## config.mk

```make
export PLATFORM = sky130hd
export DESIGN_NAME = experiment_scheduler
export DESIGN_NICKNAME = d
export VERILOG_FILES = /design/src/rtl/experiment_scheduler.sv
export SDC_FILE = /design/constraint.sdc
export NUM_CORES = 2
export LEC_CHECK = 0
export CAP_MARGIN = 40
export CORE_MARGIN = 4
export CORE_UTILIZATION = 36
export CTS_CLUSTER_DIAMETER = 100
export DETAILED_ROUTE_END_ITERATION = 6
export DONT_BUFFER_PORTS = 1
export RECOVER_POWER = 25
export SKIP_LAST_GASP = 1
export SLEW_MARGIN = 10
export SYNTH_ARGS = -nofsm -noshare
export SYNTH_HDL_FRONTEND = slang
export SYNTH_SLANG_ARGS = --single-unit
```

## constraint.sdc

```tcl
create_clock -name clock -period 5.9 [get_ports clock]
set_input_delay 1.18 -clock clock [delete_from_list [all_inputs] [get_ports clock]]
set_output_delay 1.18 -clock clock [all_outputs]
set_load 0.02 [all_outputs]
```

## src/rtl/experiment_scheduler.sv

```systemverilog
// Shot sequencer in front of the experiment scenario FSM: applies one timing profile
// per shot, spaces shots by an interval, and supervises each shot with watchdog/abort.
module experiment_scheduler #(
    parameter int NUM_PROFILES = 4,
    parameter int CNT_W        = 32,
    localparam int PW          = $clog2(NUM_PROFILES)
) (
    input  logic             clock,
    input  logic             reset,
    input  logic             cfg_we,
    input  logic [PW+1:0]    cfg_addr,
    input  logic [CNT_W-1:0] cfg_data,
    input  logic             run_req,
    input  logic             abort,
    input  logic [15:0]      shot_total,
    input  logic [CNT_W-1:0] interval,
    input  logic [CNT_W-1:0] watchdog,
    input  logic [7:0]       exp_state,
    output logic             exp_start,
    output logic             exp_reset,
    output logic [CNT_W-1:0] par_fg_open_delay,
    output logic [CNT_W-1:0] par_detonate_len,
    output logic [CNT_W-1:0] par_trigger_len,
    output logic [CNT_W-1:0] par_detector_timeout,
    output logic [PW-1:0]    profile_idx,
    output logic [15:0]      shots_done,
    output logic             busy,
    output logic             done,
    output logic             error,
    output logic [1:0]       err_code
);
    localparam int NREG = NUM_PROFILES * 4;

    typedef enum logic [3:0] {
        S_IDLE, S_LOAD, S_START, S_WAIT_FIN, S_RELEASE,
        S_WAIT_IDLE, S_INTERVAL, S_ABORT, S_DONE
    } state_t;

    state_t state_q, state_d;

    logic [CNT_W-1:0] prof_q [NREG];
    logic [CNT_W-1:0] prof_d [NREG];

    logic [15:0]      shot_total_q, shot_total_d;
    logic [CNT_W-1:0] iv_lat_q, iv_lat_d;
    logic [CNT_W-1:0] wd_lat_q, wd_lat_d;
    logic [CNT_W-1:0] wd_cnt_q, wd_cnt_d;
    logic [CNT_W-1:0] iv_cnt_q, iv_cnt_d;
    logic             abort_ph_q, abort_ph_d;
    logic             exp_start_q, exp_start_d;
    logic             exp_reset_q, exp_reset_d;
    logic [CNT_W-1:0] par_fg_q, par_fg_d;
    logic [CNT_W-1:0] par_det_q, par_det_d;
    logic [CNT_W-1:0] par_trg_q, par_trg_d;
    logic [CNT_W-1:0] par_tmo_q, par_tmo_d;
    logic [PW-1:0]    profile_idx_q, profile_idx_d;
    logic [15:0]      shots_done_q, shots_done_d;
    logic             busy_q, busy_d;
    logic             done_q, done_d;
    logic             error_q, error_d;
    logic [1:0]       err_code_q, err_code_d;

    logic [CNT_W:0] wd_cnt_inc;
    logic [CNT_W:0] iv_cnt_inc;
    logic [16:0]    shots_inc;
    logic           wd_active, wd_expire, abort_hit, iv_done, last_shot;
    logic [PW-1:0]  shot_slot;

    assign wd_cnt_inc = {1'b0, wd_cnt_q} + {{CNT_W{1'b0}}, 1'b1};
    assign iv_cnt_inc = {1'b0, iv_cnt_q} + {{CNT_W{1'b0}}, 1'b1};
    assign shots_inc  = {1'b0, shots_done_q} + 17'd1;
    assign shot_slot  = shots_done_q[PW-1:0];

    assign wd_active = (state_q == S_WAIT_FIN) || (state_q == S_RELEASE) || (state_q == S_WAIT_IDLE);
    // A zero watchdog disables the timeout entirely.
    assign wd_expire = wd_active && (wd_lat_q != '0) && !(wd_cnt_inc < {1'b0, wd_lat_q});
    assign abort_hit = abort && (state_q != S_IDLE) && (state_q != S_DONE) && (state_q != S_ABORT);
    assign iv_done   = !(iv_cnt_inc < {1'b0, iv_lat_q});
    assign last_shot = !(shots_inc < {1'b0, shot_total_q});

    always_ff @(posedge clock) begin
        if (reset) begin
            state_q <= S_IDLE;
        end else begin
            state_q <= state_d;
        end
    end

    always_comb begin
        state_d = state_q;
        case (state_q)
            S_IDLE:      if (run_req) state_d = (shot_total == 16'd0) ? S_DONE : S_LOAD;
            S_LOAD:      state_d = S_START;
            S_START:     state_d = S_WAIT_FIN;
            S_WAIT_FIN:  if (exp_state == 8'd8) state_d = S_RELEASE;
            S_RELEASE:   state_d = S_WAIT_IDLE;
            S_WAIT_IDLE: if (exp_state == 8'd0) state_d = last_shot ? S_DONE : S_INTERVAL;
            S_INTERVAL:  if (iv_done) state_d = S_LOAD;
            S_ABORT:     if (abort_ph_q) state_d = S_DONE;
            S_DONE:      state_d = S_IDLE;
            default:     state_d = S_IDLE;
        endcase
        if (abort_hit || wd_expire) state_d = S_ABORT;
    end

    always_comb begin
        prof_d = prof_q;
        if (cfg_we) prof_d[cfg_addr] = cfg_data;
        shot_total_d  = shot_total_q;
        iv_lat_d      = iv_lat_q;
        wd_lat_d      = wd_lat_q;
        wd_cnt_d      = wd_cnt_q;
        iv_cnt_d      = iv_cnt_q;
        abort_ph_d    = 1'b0;
        exp_start_d   = exp_start_q;
        exp_reset_d   = 1'b0;
        par_fg_d      = par_fg_q;
        par_det_d     = par_det_q;
        par_trg_d     = par_trg_q;
        par_tmo_d     = par_tmo_q;
        profile_idx_d = profile_idx_q;
        shots_done_d  = shots_done_q;
        busy_d        = busy_q;
        done_d        = 1'b0;
        error_d       = error_q;
        err_code_d    = err_code_q;
        case (state_q)
            S_IDLE: begin
                if (run_req) begin
                    shot_total_d = shot_total;
                    // Keep start low for at least two cycles between shots.
                    iv_lat_d     = (interval < CNT_W'(2)) ? CNT_W'(2) : interval;
                    wd_lat_d     = watchdog;
                    shots_done_d = 16'd0;
                    error_d      = 1'b0;
                    err_code_d   = 2'd0;
                    busy_d       = 1'b1;
                end
            end
            S_LOAD: begin
                par_fg_d      = prof_q[{shot_slot, 2'd0}];
                par_det_d     = prof_q[{shot_slot, 2'd1}];
                par_trg_d     = prof_q[{shot_slot, 2'd2}];
                par_tmo_d     = prof_q[{shot_slot, 2'd3}];
                profile_idx_d = shot_slot;
            end
            S_START: begin
                exp_start_d = 1'b1;
                wd_cnt_d    = '0;
            end
            S_WAIT_FIN: wd_cnt_d = wd_cnt_inc[CNT_W-1:0];
            S_RELEASE: begin
                exp_start_d = 1'b0;
                wd_cnt_d    = wd_cnt_inc[CNT_W-1:0];
            end
            S_WAIT_IDLE: begin
                wd_cnt_d = wd_cnt_inc[CNT_W-1:0];
                iv_cnt_d = '0;
                if (exp_state == 8'd0) shots_done_d = shots_inc[15:0];
            end
            S_INTERVAL: iv_cnt_d = iv_cnt_inc[CNT_W-1:0];
            S_ABORT: begin
                exp_start_d = 1'b0;
                exp_reset_d = 1'b1;
                error_d     = 1'b1;
                abort_ph_d  = 1'b1;
            end
            S_DONE: begin
                done_d = 1'b1;
                busy_d = 1'b0;
            end
            default: ;
        endcase
        // Abort wins over a simultaneous watchdog expiry; an aborted shot is not counted.
        if (abort_hit || wd_expire) begin
            err_code_d   = abort_hit ? 2'd2 : 2'd1;
            exp_start_d  = 1'b0;
            shots_done_d = shots_done_q;
        end
    end

    always_ff @(posedge clock) begin
        if (reset) begin
            for (int i = 0; i < NREG; i++) prof_q[i] <= '0;
            shot_total_q  <= '0;
            iv_lat_q      <= '0;
            wd_lat_q      <= '0;
            wd_cnt_q      <= '0;
            iv_cnt_q      <= '0;
            abort_ph_q    <= 1'b0;
            exp_start_q   <= 1'b0;
            exp_reset_q   <= 1'b0;
            par_fg_q      <= '0;
            par_det_q     <= '0;
            par_trg_q     <= '0;
            par_tmo_q     <= '0;
            profile_idx_q <= '0;
            shots_done_q  <= '0;
            busy_q        <= 1'b0;
            done_q        <= 1'b0;
            error_q       <= 1'b0;
            err_code_q    <= 2'd0;
        end else begin
            prof_q        <= prof_d;
            shot_total_q  <= shot_total_d;
            iv_lat_q      <= iv_lat_d;
            wd_lat_q      <= wd_lat_d;
            wd_cnt_q      <= wd_cnt_d;
            iv_cnt_q      <= iv_cnt_d;
            abort_ph_q    <= abort_ph_d;
            exp_start_q   <= exp_start_d;
            exp_reset_q   <= exp_reset_d;
            par_fg_q      <= par_fg_d;
            par_det_q     <= par_det_d;
            par_trg_q     <= par_trg_d;
            par_tmo_q     <= par_tmo_d;
            profile_idx_q <= profile_idx_d;
            shots_done_q  <= shots_done_d;
            busy_q        <= busy_d;
            done_q        <= done_d;
            error_q       <= error_d;
            err_code_q    <= err_code_d;
        end
    end

    assign exp_start            = exp_start_q;
    assign exp_reset            = exp_reset_q;
    assign par_fg_open_delay    = par_fg_q;
    assign par_detonate_len     = par_det_q;
    assign par_trigger_len      = par_trg_q;
    assign par_detector_timeout = par_tmo_q;
    assign profile_idx          = profile_idx_q;
    assign shots_done           = shots_done_q;
    assign busy                 = busy_q;
    assign done                 = done_q;
    assign error                = error_q;
    assign err_code             = err_code_q;

endmodule

```

==> flow_summary.toml <==
[placed_design]
port_buffers = 0
place.gp.congestion = 0.839
place_hpwl_um = 66800
place_ws_ns = 0.944

[clocking]
postCtsHoldBufs = 0
cts_made_buffers = 91
postCtsSetupBuffers = 0
htree_levels = 3
path_clk_slew_ns = 0.06
cts_tree = "done"
clockBufferDepth = 3
root_buffer = "clkbuf_16"
post_cts_resize_count = 0
clock_latency_ns = 0.67
clock_sinks = 813

[power]
irDropWorstVdd_mv = 0.288
cellPowerDensity_nw_per_um2 = 341
p_leak_nw = 12.7

[critical_path]
arrival_ns = 5.48
r2r_start = "wd_cnt_q[0]$_SDFFE_PP0P_"
crit_end = "shots_done[15]$_SDFFE_PP0P_"
critical_path_class = "reg -> reg"
endpoint_kind = "register"
crit_start = "wd_cnt_q[0]$_SDFFE_PP0P_"
start_kind = "register"
rr_worst_depth = 15
crit_fanout = 18
required_ns = 6.47
rrSetupSlack_ns = 0.99
r2r_end = "shots_done[15]$_SDFFE_PP0P_"

[yosys]
syn_inst = 4391
synthFlopType = "dfxtp_1"
synth_nets = 4600
synth.distinct_cells = 72
synth_edf_count = 0
synth-seq-cells = 813
ys.warnings.count = 0
async_flop_share = 0
avgSynthCellArea_um2 = 8.05
netlist_area_um2 = 35400
ys_seq_area_frac = 0.460

[timing]
worstMarginPinSlew_ns = 4.10
hold_violations = 0
setup_ws_ns = 0.987
fin_skew_ns = 0.0415
setup_viol = 0
clock.fmax_mhz = 204
slew_violations = 969
rsz0062_at_grt = "false"
tns_ns = 0
min_period_ns = 4.91
period_share = 0.833
relSlewSlack = -1.74

[worst_hold_path]
hp-class = "reg -> reg"

[detailed_routing]
vias = 29200
dr.pass1.iters = 5
drtAntennaViolNets = 0
via_per_inst = 5.30
drcViolationCount = 0
drt_iter0_drc = 2540
wirelength_um = 108000
wl_per_cell_um = 19.7

[layout]
syn_to_final_growth_pct = 10.6
fillCellCount = 9824
final_cell_mix = "nand2_1 (1,529), dfxtp_1 (811), a21oi_1 (798), mux4_2 (128), nor2_1 (98)"
drive_above_1_share = 0.0850
layout.nets = 4372
n_antenna_cell = 0
final_common_cell = "nand2_1"

[floorplanning]
start_util = 0.365
die_h_um = 321
design.die.area_um2 = 103000
io_pins = 282
die_w_um = 321
rows = 114
coreArea_um2 = 97000

[global_routing]
gr-usage-all-layers = 0.204
grt_max_degree = 796
grt_pass1_vias = 27800
grt.overflow.total = 0
antenna_found_initial = 0
grt_pass1_wl_um = 166000

[status]
violations = "max-capacitance violations, max-slew violations"
status = "finished with violations"

[job]
timing.max_cap.violations = 10
[worst max-delay path, stage by stage (launching register included)]
cell	delay (ns)
dfxtp_1	0.42
ha_1	0.29
nand3_1	0.22
or4_1	0.48
or3_1	0.43
nor2_2	0.21
nand3_1	0.13
xnor2_1	0.15
ha_1	0.29
a21oi_1	0.13
o21ai_0	0.11
a2111oi_0	0.29
nand3b_1	0.21
a211o_1	0.57
or3_1	0.66
o31ai_1	0.26
[through the flow]
stage                     utilization  cells  cell area (um^2)  power (mW)  hold WS, ns
after floorplan                     -   4391             35400        7.23        0.429
after CTS                       0.404   5512             39200        13.5        0.451
final                           0.403   5512             39100        13.4        0.450
after global placement          0.371   5338             35900        7.60        0.438
after global routing            0.403   5512             39100        13.9        0.464
after detailed placement        0.372   5346             36100        7.66        0.443
[per-layer routing]
layer / global-route usage / up-vias / wire length, um
met5: 0 / - / 0
met4: 0.0680 / 0 / 3590
met3: 0.0479 / 167 / 7900
met2: 0.350 / 826 / 52700
met1: 0.252 / 13900 / 44200
li1: - / 14300 / -
[registers in the layout, indices dropped and copies added (netlist names), 16 cells and up]
register              cells
par_detector_timeout     32
par_trigger_len          32
wd_cnt_q                 32
iv_cnt_q                 32
shots_done               16
prof_q                  512
wd_lat_q                 32
par_detonate_len         32
shot_total_q             16
par_fg_open_delay        32
iv_lat_q                 32
[kinds of logic after synthesis]
kind of cell	synth area share
flip-flops	0.460
AO/OA/AOI/OAI	0.147
buffers and inverters	0.0496
XOR/XNOR	0.0186
adder cells (fa/ha/maj)	0.0283
AND/OR/NAND/NOR	0.214
multiplexers	0.0822
[Yosys cell counts (4+ instances only)]
cell	instances	area, um^2
and2_1	4	25.0
a311oi_1	6	52.6
nand4_1	24	150
nor4_1	27	169
nor2b_1	6	37.5
nor2_1	109	409
xor2_1	31	272
a21o_1	6	45.0
nand3b_1	9	67.6
o31ai_1	7	52.6
and3_1	19	119
nand2_1	1537	5770
and4_1	8	70.1
clkbuf_1	333	1250
o21ai_0	49	245
buf_1	25	93.8
a22oi_1	32	240
nand3_1	46	230
or3_1	13	81.3
ha_1	80	1000
mux4_2	128	2880
nand2b_1	8	50.1
a211oi_1	8	60.1
xnor2_1	44	385
a21oi_1	798	3990
o21ai_2	4	35.0
or2_2	4	25.0
dfxtp_1	813	16300
a31oi_1	8	50.1
a21oi_2	4	35.0
nor4b_1	5	43.8
buf_2	5	25.0
a31o_1	5	43.8
inv_1	91	342
o211ai_1	9	67.6
nor3_1	31	155
[cell type report]
class,instances,area (um^2),area share
multi-input combinational,3120,17400,0.445
sequential,813,16300,0.416
clock buffer,133,2650,0.0677
tap,1276,1600,0.0408
clock inverter,33,440,0.0113
timing repair buffer,46,392,0.0100
inverter,91,342,0.00873
[worst min path at each step]
stage	cells after the start	startpoint	end	slack, ns
after floorplan	2	iv_lat_q[0]$_SDFFE_PP0P_	iv_lat_q[0]$_SDFFE_PP0P_	0.43
after global placement	2	prof_q[21]$_SDFFE_PP0P_	prof_q[21]$_SDFFE_PP0P_	0.44
after detailed placement	2	prof_q[371]$_SDFFE_PP0P_	prof_q[371]$_SDFFE_PP0P_	0.44
after CTS	2	prof_q[371]$_SDFFE_PP0P_	prof_q[371]$_SDFFE_PP0P_	0.45
after global routing	2	prof_q[91]$_SDFFE_PP0P_	prof_q[91]$_SDFFE_PP0P_	0.46
final	2	prof_q[28]$_SDFFE_PP0P_	prof_q[28]$_SDFFE_PP0P_	0.45
[power breakdown]
part / total (mW) / switching (mW) / leakage, nW / internal, mW
registers: 5.84 / 0.176 / 6.57 / 5.67
clock network: 5.82 / 2.38 / 1.50 / 3.44
logic: 1.69 / 1.19 / 4.65 / 0.501
total: 13.4 / 3.75 / 12.7 / 9.61
Note: power is estimated with default switching activity, not from simulation.
